### src/rtl/rom_arbiter.sv
// rom_arbiter: two-port arbiter for a shared image ROM with tagged, in-order read returns.
// Define ROM_ARB_RR_EN for round-robin arbitration; otherwise port 0 has fixed priority.
module rom_arbiter #(
  parameter int ADDR_W  = 12,
  parameter int DATA_W  = 12,
  parameter int ROM_LAT = 1
) (
  input  logic              pclk,
  input  logic              rst,
  input  logic              req0,
  input  logic [ADDR_W-1:0] addr0,
  output logic              gnt0,
  output logic [DATA_W-1:0] rdata0,
  output logic              rvalid0,
  input  logic              req1,
  input  logic [ADDR_W-1:0] addr1,
  output logic              gnt1,
  output logic [DATA_W-1:0] rdata1,
  output logic              rvalid1,
  output logic [ADDR_W-1:0] rom_addr,
  input  logic [DATA_W-1:0] rom_data,
  output logic [15:0]       stall0_cnt
);
  logic [ADDR_W-1:0] addr_q;
  logic [ROM_LAT-1:0] tag_v;
  logic [ROM_LAT-1:0] tag_p;
  logic win1;
`ifdef ROM_ARB_RR_EN
  logic rr_ptr;
  always_ff @(posedge pclk)
    if (!rst) rr_ptr <= 1'b0;
    else if (gnt0 || gnt1) rr_ptr <= gnt0;
  assign win1 = rr_ptr;
`else
  assign win1 = 1'b0;
`endif
  always_comb begin
    gnt0 = rst && req0 && (!req1 || !win1);
    gnt1 = rst && req1 && (!req0 || win1);
    rom_addr = gnt0 ? addr0 : gnt1 ? addr1 : addr_q;
  end
  // tag exits stage ROM_LAT-1 in the same cycle its ROM data is on rom_data
  always_ff @(posedge pclk) begin
    if (!rst) begin
      addr_q <= '0;
      tag_v <= '0;
      tag_p <= '0;
      rvalid0 <= 1'b0;
      rvalid1 <= 1'b0;
      rdata0 <= '0;
      rdata1 <= '0;
      stall0_cnt <= '0;
    end else begin
      addr_q <= rom_addr;
      tag_v[0] <= gnt0 || gnt1;
      tag_p[0] <= gnt1;
      for (int i = 1; i < ROM_LAT; i++) begin
        tag_v[i] <= tag_v[i-1];
        tag_p[i] <= tag_p[i-1];
      end
      rvalid0 <= tag_v[ROM_LAT-1] && !tag_p[ROM_LAT-1];
      rvalid1 <= tag_v[ROM_LAT-1] && tag_p[ROM_LAT-1];
      if (tag_v[ROM_LAT-1] && !tag_p[ROM_LAT-1]) rdata0 <= rom_data;
      if (tag_v[ROM_LAT-1] && tag_p[ROM_LAT-1]) rdata1 <= rom_data;
      if (req0 && !gnt0 && stall0_cnt != 16'hFFFF) stall0_cnt <= stall0_cnt + 16'd1;
    end
  end
endmodule

### config.mk
export PLATFORM = sky130hd
export DESIGN_NAME = rom_arbiter
export DESIGN_NICKNAME = d
export VERILOG_FILES = /design/src/rtl/rom_arbiter.sv
export SDC_FILE = /design/constraint.sdc
export NUM_CORES = 1
export LEC_CHECK = 0
export CAP_MARGIN = 10
export CORE_MARGIN = 8
export CORE_UTILIZATION = 42
export DETAILED_ROUTE_END_ITERATION = 16
export MAX_ROUTING_LAYER = met4
export PLACE_DENSITY_LB_ADDON = 0.15
export SLEW_MARGIN = 20
export SYNTH_ARGS = -nofsm -noshare
export SYNTH_HDL_FRONTEND = slang
export SYNTH_SLANG_ARGS = --single-unit
### constraint.sdc
create_clock -name pclk -period 1.6 [get_ports pclk]
set_input_delay 0.48 -clock pclk [delete_from_list [all_inputs] [get_ports pclk]]
set_output_delay 0.48 -clock pclk [all_outputs]
set_load 0.01 [all_outputs]
==> results of run 1 <==
[path summary, 6_finish.rpt]
path              from            to  slack, ps  cells after the start
max                rst  rom_addr[10]        -60                      6
min reg2reg  rdata1[3]     rdata1[3]        460                      2
min          rdata1[3]     rdata1[3]        460                      2
max reg2reg      tag_p     rdata0[6]        390                      3
[final cells by class]
class / count / area share
multi-input cells: 174 / 0.3480
clock buffers: 5 / 0.01802
flip-flops and latches: 56 / 0.2952
diodes: 1 / 0.0006553
repair buffers: 129 / 0.3054
clock inverters: 3 / 0.007208
well taps: 70 / 0.02294
inverters: 2 / 0.002621
[cells by family (layout without fill, tap and decap cells)]
kind of cell / after synthesis / in the layout
muxes: 12 / 12
buffers and inverters: 21 / 139
DFF: 56 / 56
other: 0 / 1
and+or+nand+nor: 77 / 78
AOI/OAI and AO/OA: 84 / 84
[worst min-delay path, delay by kind of cell, from the launching register on]
kind            cells  cell delay [ps]
compound gates      1               50
flops               1              320
simple gates        1               50
[flip-flops by register name (all words and copies together), names as in the netlist]
signal,cells
rvalid0,1
stall0_cnt,16
tag_v,1
tag_p,1
rdata1,12
rdata0,12
rvalid1,1
addr_q,12
[power groups by stage]
stage	Combinational (mW)	Clock, mW	Sequential, mW
detailed placement	0.546	0	1.51
global placement	0.539	0	1.51
finish	0.649	0.810	1.50
CTS	0.624	0.827	1.49
floorplan	0.238	0	1.51
global route	0.691	0.900	1.50
[repair_timing]
item	in CTS	in global routing
buffers inserted	6	0
gates cloned	4	0
pin swaps	15	3
endpoints found under the setup margin	56	14
resized for setup	194	10
endpoints found under the hold margin	0	0
[routing by layer]
metal	GRT usage	up-vias
met5	-	-
met4	0.06298	0
met3	0.03993	12
met2	0.3354	80
met1	0.2162	1075
li1	-	1100
[stage by stage]
step | setup TNS [ps] | hold WS, ps
final | -314.2 | 458.3
after global routing | -656.1 | 452.4
after global placement | -15420 | 439.9
after floorplan | -94.82 | 432.4
after CTS | -164.7 | 449.1
after detailed placement | -16100 | 442.7
[placed cells by master, fill, tap and decap left out, types with 5 or more instances in the layout]
cell type,n
dlygate4sd2_1,66
dfxtp_1,51
nand2_1,50
buf_4,26
a21boi_1,20
and2_1,18
o22ai_4,14
a21oi_2,12
mux2i_1,12
a21oi_1,12
clkdlybuf4s50_1,12
buf_2,12
o21ai_0,11
o22ai_2,10
dfxtp_2,5
clkbuf_8,5
==> flow_summary.yaml, run 1 <==
run_status:
  status: "complete, but fails checks"
  violations: "negative setup slack"
synthesis:
  yosysTopAreaCell: "dfxtp_1"
  synthFlopType: "dfxtp_1"
  ys_warn_count: 0
  synth_compound_area_frac: 0.2305
  synth_top_family_by_area: "compound AO/OA/AOI/OAI gates"
  synthTopCellsByCount: "56 x dfxtp_1, 51 x nand2_1, 24 x a21oi_1, 24 x o22ai_1, 20 x a21boi_1"
  syn_inst: 250
  syn-cell-area_sq_mm: 0.002215
  yosysTopAreaCellShare: 0.5062
  yosys.area_share.simple: 0.1571
  syn-num-nets: 290
  synth-seq-cells: 56
  synth_edf_count: 0
  synth_area_leaders: "dfxtp_1 51%, nand2_1 8.6%, a21boi_1 6.8%, o22ai_1 6.8%, a21oi_1 5.4%"
  synth.distinct_cells: 22
  syn-mean-instance-area_sq_um: 8.858
  async_flop_share: 0
  synth_xor_area_frac: 0
  synth_fa_ha_area_frac: 0
  yosysMostFrequentCell: "dfxtp_1"
  synth_mux_area_frac: 0.05424
  seq_area_frac_synth: 0.5062
clock_tree:
  clkTransAtPathRegs_ps: 100
  insertion_delay_ps: 310
  root_buffer: "clkbuf_8"
  cts_max_level: 2
  postCtsHoldBufs: 0
  cts.sinks: 56
  cts_tree: "done"
  cts_buffers: 5
  clk_path_buf_depth: 2
detailed_routing:
  top_layer: "met4"
  ant_nets: 0
  wl_met3_microns: 418
  via_count: 2267
  drc_errors: 0
  dr_wl_met2_microns: 3633
  dr.first_iter.drc_count: 82
  via_per_inst: 5.152
  met1Wirelength_microns: 3131
  wirelength_microns: 7322
  drt-pass1-iter-count: 4
  wl_per_cell_microns: 16.64
grt:
  grt_pass1_wl_microns: 11560
  grt_use_total: 0.1935
  overflow: 0
  grt_pass1_vias: 2382
  grt_max_degree: 41
  antenna_found_initial: 1
sta:
  period_needed_ps: 1659
  worst_pin_slew_ps: 489.7
  final-hold-violation-count: 0
  setup_viol: 12
  slew_headroom: 0.6735
  finClkSkew_ps: 3.427
  max_clock_freq_mhz: 602.7
  setup_slack_ps: -59.29
  period_share: 1.037
  rsz0062_at_grt: "true"
  finalMaxSlewViolations: 0
pwr:
  internal-power_mw: 2.110
  ir_worst_vdd_v: 0.0005450
  power_mw: 2.955
  powerDensity_mw_per_mm2: 773.9
  total_leakage_power_nw: 1.718
  p_seq_frac: 0.506
  p_comb_frac: 0.219
  pwr-share-clk: 0.274
  power.switching_mw: 0.8452
  sw_frac_of_total: 0.2860
critical_path:
  critical_path.cell_chain: "buf_16, nand2_8, buf_8, o22ai_4, a21oi_2, buf_2"
  start_kind: "primary input"
  path_max_fanout: 7
  slowest_stage: "buf_2"
  required_ps: 1120
  setup.worst_path.end_class: "primary output"
  cpPeakStageDelay_ps: 150
  worst-path-buf-inv: 3
  critPathTopFamily: "buffers and inverters"
  worstSetupPathType: "primary input to primary output"
  critPathArrivalTime_ps: 1180
place:
  finalWeightedCongestion: 0.8167
  place_ws_ps: -984.2
  hpwl_microns: 4533
  placed_area_sq_mm: 0.003373
  port_buffers: 95
  dp_cells: 421
floorplan:
  die_area_sq_mm: 0.007853
  die_w_microns: 88.62
  core_sq_mm: 0.005107
  die_y_microns: 88.62
  start_util: 0.4336
  ios: 96
  rows: 26
cells_and_area:
  finish.utilization: 0.7477
  nets: 408
  fillers: 391
  seqCellArea_sq_mm: 0.001127
  drive_gt1_frac: 0.2846
  syn_to_final_growth_pct: 72.43
  multi_input_area_sq_mm: 0.001329
  final_cell_count_no_fill: 440
  final_area_sq_mm: 0.003819
min_path:
  hp-class: "flip-flop to flip-flop"
flow_run:
  drv_cap: 0
Power figures use the tool's default switching activity.
==> inputs of run 2 (changes only) <==
--- a/config.mk
+++ b/config.mk
@@ -7,7 +7,7 @@
 export LEC_CHECK = 0
 export CAP_MARGIN = 10
 export CORE_MARGIN = 8
-export CORE_UTILIZATION = 42
+export CORE_UTILIZATION = 35
 export DETAILED_ROUTE_END_ITERATION = 16
 export MAX_ROUTING_LAYER = met4
 export PLACE_DENSITY_LB_ADDON = 0.15
==> flow_summary.yaml, run 2 (synthesis gave the netlist of run 1 again) <==
run_status:
  status: "complete, but fails checks"
  violations: "negative setup slack"
pwr:
  p_comb_frac: 0.218
  pwr-share-clk: 0.275
  ir_worst_vdd_v: 0.0004062
  sw_frac_of_total: 0.2716
  total_leakage_power_nw: 1.702
  powerDensity_mw_per_mm2: 773.1
  internal-power_mw: 2.147
  power.switching_mw: 0.8004
  p_seq_frac: 0.506
clock_tree:
  cts_tree: "done"
  clk_path_buf_depth: 2
  postCtsHoldBufs: 0
  cts_max_level: 2
  cts.sinks: 56
  insertion_delay_ps: 310
  root_buffer: "clkbuf_8"
  cts_buffers: 5
  clkTransAtPathRegs_ps: 90
floorplan:
  ios: 96
  core_sq_mm: 0.006241
  die_area_sq_mm: 0.009129
  rows: 29
  die_w_microns: 95.55
  die_y_microns: 95.55
  start_util: 0.3549
cells_and_area:
  layout_common_cells: "66 x dlygate4sd2_1, 52 x dfxtp_1, 50 x nand2_1"
  nets: 396
  drive_gt1_frac: 0.2549
  final_area_sq_mm: 0.003812
  syn_to_final_growth_pct: 72.15
  seqCellArea_sq_mm: 0.001126
  fillers: 562
  top_register: "stall0_cnt"
  multi_input_area_sq_mm: 0.001314
  finish.utilization: 0.6109
  layout_commonest_cell: "dlygate4sd2_1"
  antenna_cells: 0
  largest_reg_flops: 16
sta:
  setup_viol: 12
  max_clock_freq_mhz: 612.6
  setup_slack_ps: -32.47
  finalMaxSlewViolations: 0
  final-hold-violation-count: 0
  worst_pin_slew_ps: 496.5
  period_needed_ps: 1632
  period_share: 1.020
  rsz0062_at_grt: "true"
  slew_headroom: 0.6690
  finClkSkew_ps: 6.835
grt:
  grt_pass1_vias: 2168
  antenna_found_initial: 0
  grt_use_total: 0.1651
  overflow: 0
  grt_pass1_wl_microns: 11400
  grt_max_degree: 27
critical_path:
  r2r_start: "tag_p"
  r2r_cells: 3
  r2r-end: "rdata0[9]"
  r2r_setup_slack_ps: 440
  start_kind: "primary input"
  path_max_fanout: 7
  critPathArrivalTime_ps: 1150
  worstSetupPathType: "primary input to primary output"
  setup.worst_path.end_class: "primary output"
  required_ps: 1120
  crit_start: "rst"
min_path:
  hp-start: "rdata1[0]"
  min_path_cells: 2
  hold_path_end: "rdata1[0]"
  hp-class: "flip-flop to flip-flop"
place:
  port_buffers: 95
  finalWeightedCongestion: 0.7113
  placed_area_sq_mm: 0.003344
  hpwl_microns: 4483
detailed_routing:
  wirelength_microns: 7136
  via_per_inst: 4.876
  drc_errors: 0
  drt-pass1-iter-count: 4
  wl_per_cell_microns: 16.44
  dr.first_iter.drc_count: 48
  ant_nets: 0
  via_count: 2116
flow_run:
  drv_cap: 0
run 2: final cells by class:
cell class | count | share of cell area
Tap cell | 77 | 0.02527
Clock inverter | 1 | 0.001969
Sequential cell | 56 | 0.2954
Inverter | 2 | 0.001969
Multi-Input combinational cell | 174 | 0.3446
Clock buffer | 7 | 0.02265
Timing Repair Buffer | 117 | 0.3082
run 2: timing repair:
item	CTS	global route
endpoints found under the setup margin	56	14
resized for setup	183	12
setup buffers	1	0
pin swaps	15	2
gates cloned	7	0
run 2: worst max path at each step:
stage                              end  slack, ps
after floorplan           rom_addr[10]        -10
after global routing      rom_addr[10]        -90
after CTS                  rom_addr[8]        -20
final                      rom_addr[3]        -30
after detailed placement   rom_addr[0]       -990
after global placement     rom_addr[2]       -990
run 2: through the flow:
stage | std cells | TNS [ps] | hold slack, ps | total power [mW] | worst slack, ps
2_1_floorplan | 250 | -94.82 | 432.4 | 1.752 | -11.85
4_1_cts | 434 | -127.5 | 446.2 | 2.956 | -20.97
3_5_place_dp | 418 | -14660 | 442.7 | 2.048 | -994.0
5_1_grt | 434 | -572.4 | 447.7 | 3.094 | -86.79
3_3_place_gp | 418 | -14430 | 440.4 | 2.043 | -990.4
6_report | 434 | -212.0 | 454.6 | 2.947 | -32.47
run 2: power groups by stage:
| stage | Sequential, mW | Clock (mW) | Combinational [mW] |
|---|---|---|---|
| floorplan | 1.51 | 0 | 0.238 |
| global placement | 1.51 | 0 | 0.537 |
| detailed placement | 1.51 | 0 | 0.540 |
| CTS | 1.49 | 0.841 | 0.628 |
| global route | 1.50 | 0.901 | 0.693 |
| finish | 1.49 | 0.811 | 0.643 |
run 2: worst max-delay path, stage by stage:
cell     delay (ps)
buf_16          130
nand2_8          80
buf_12          140
o22ai_2          70
a21oi_2         110
buf_2           140
run 2: metal layers:
metal	GRT usage	part of all wire	vias to the layer above
met2	0.2731	0.49	63
met1	0.1947	0.43	972
li1	-	-	1072
met5	-	0	-
met4	0.04738	0.016	0
met3	0.03858	0.063	9
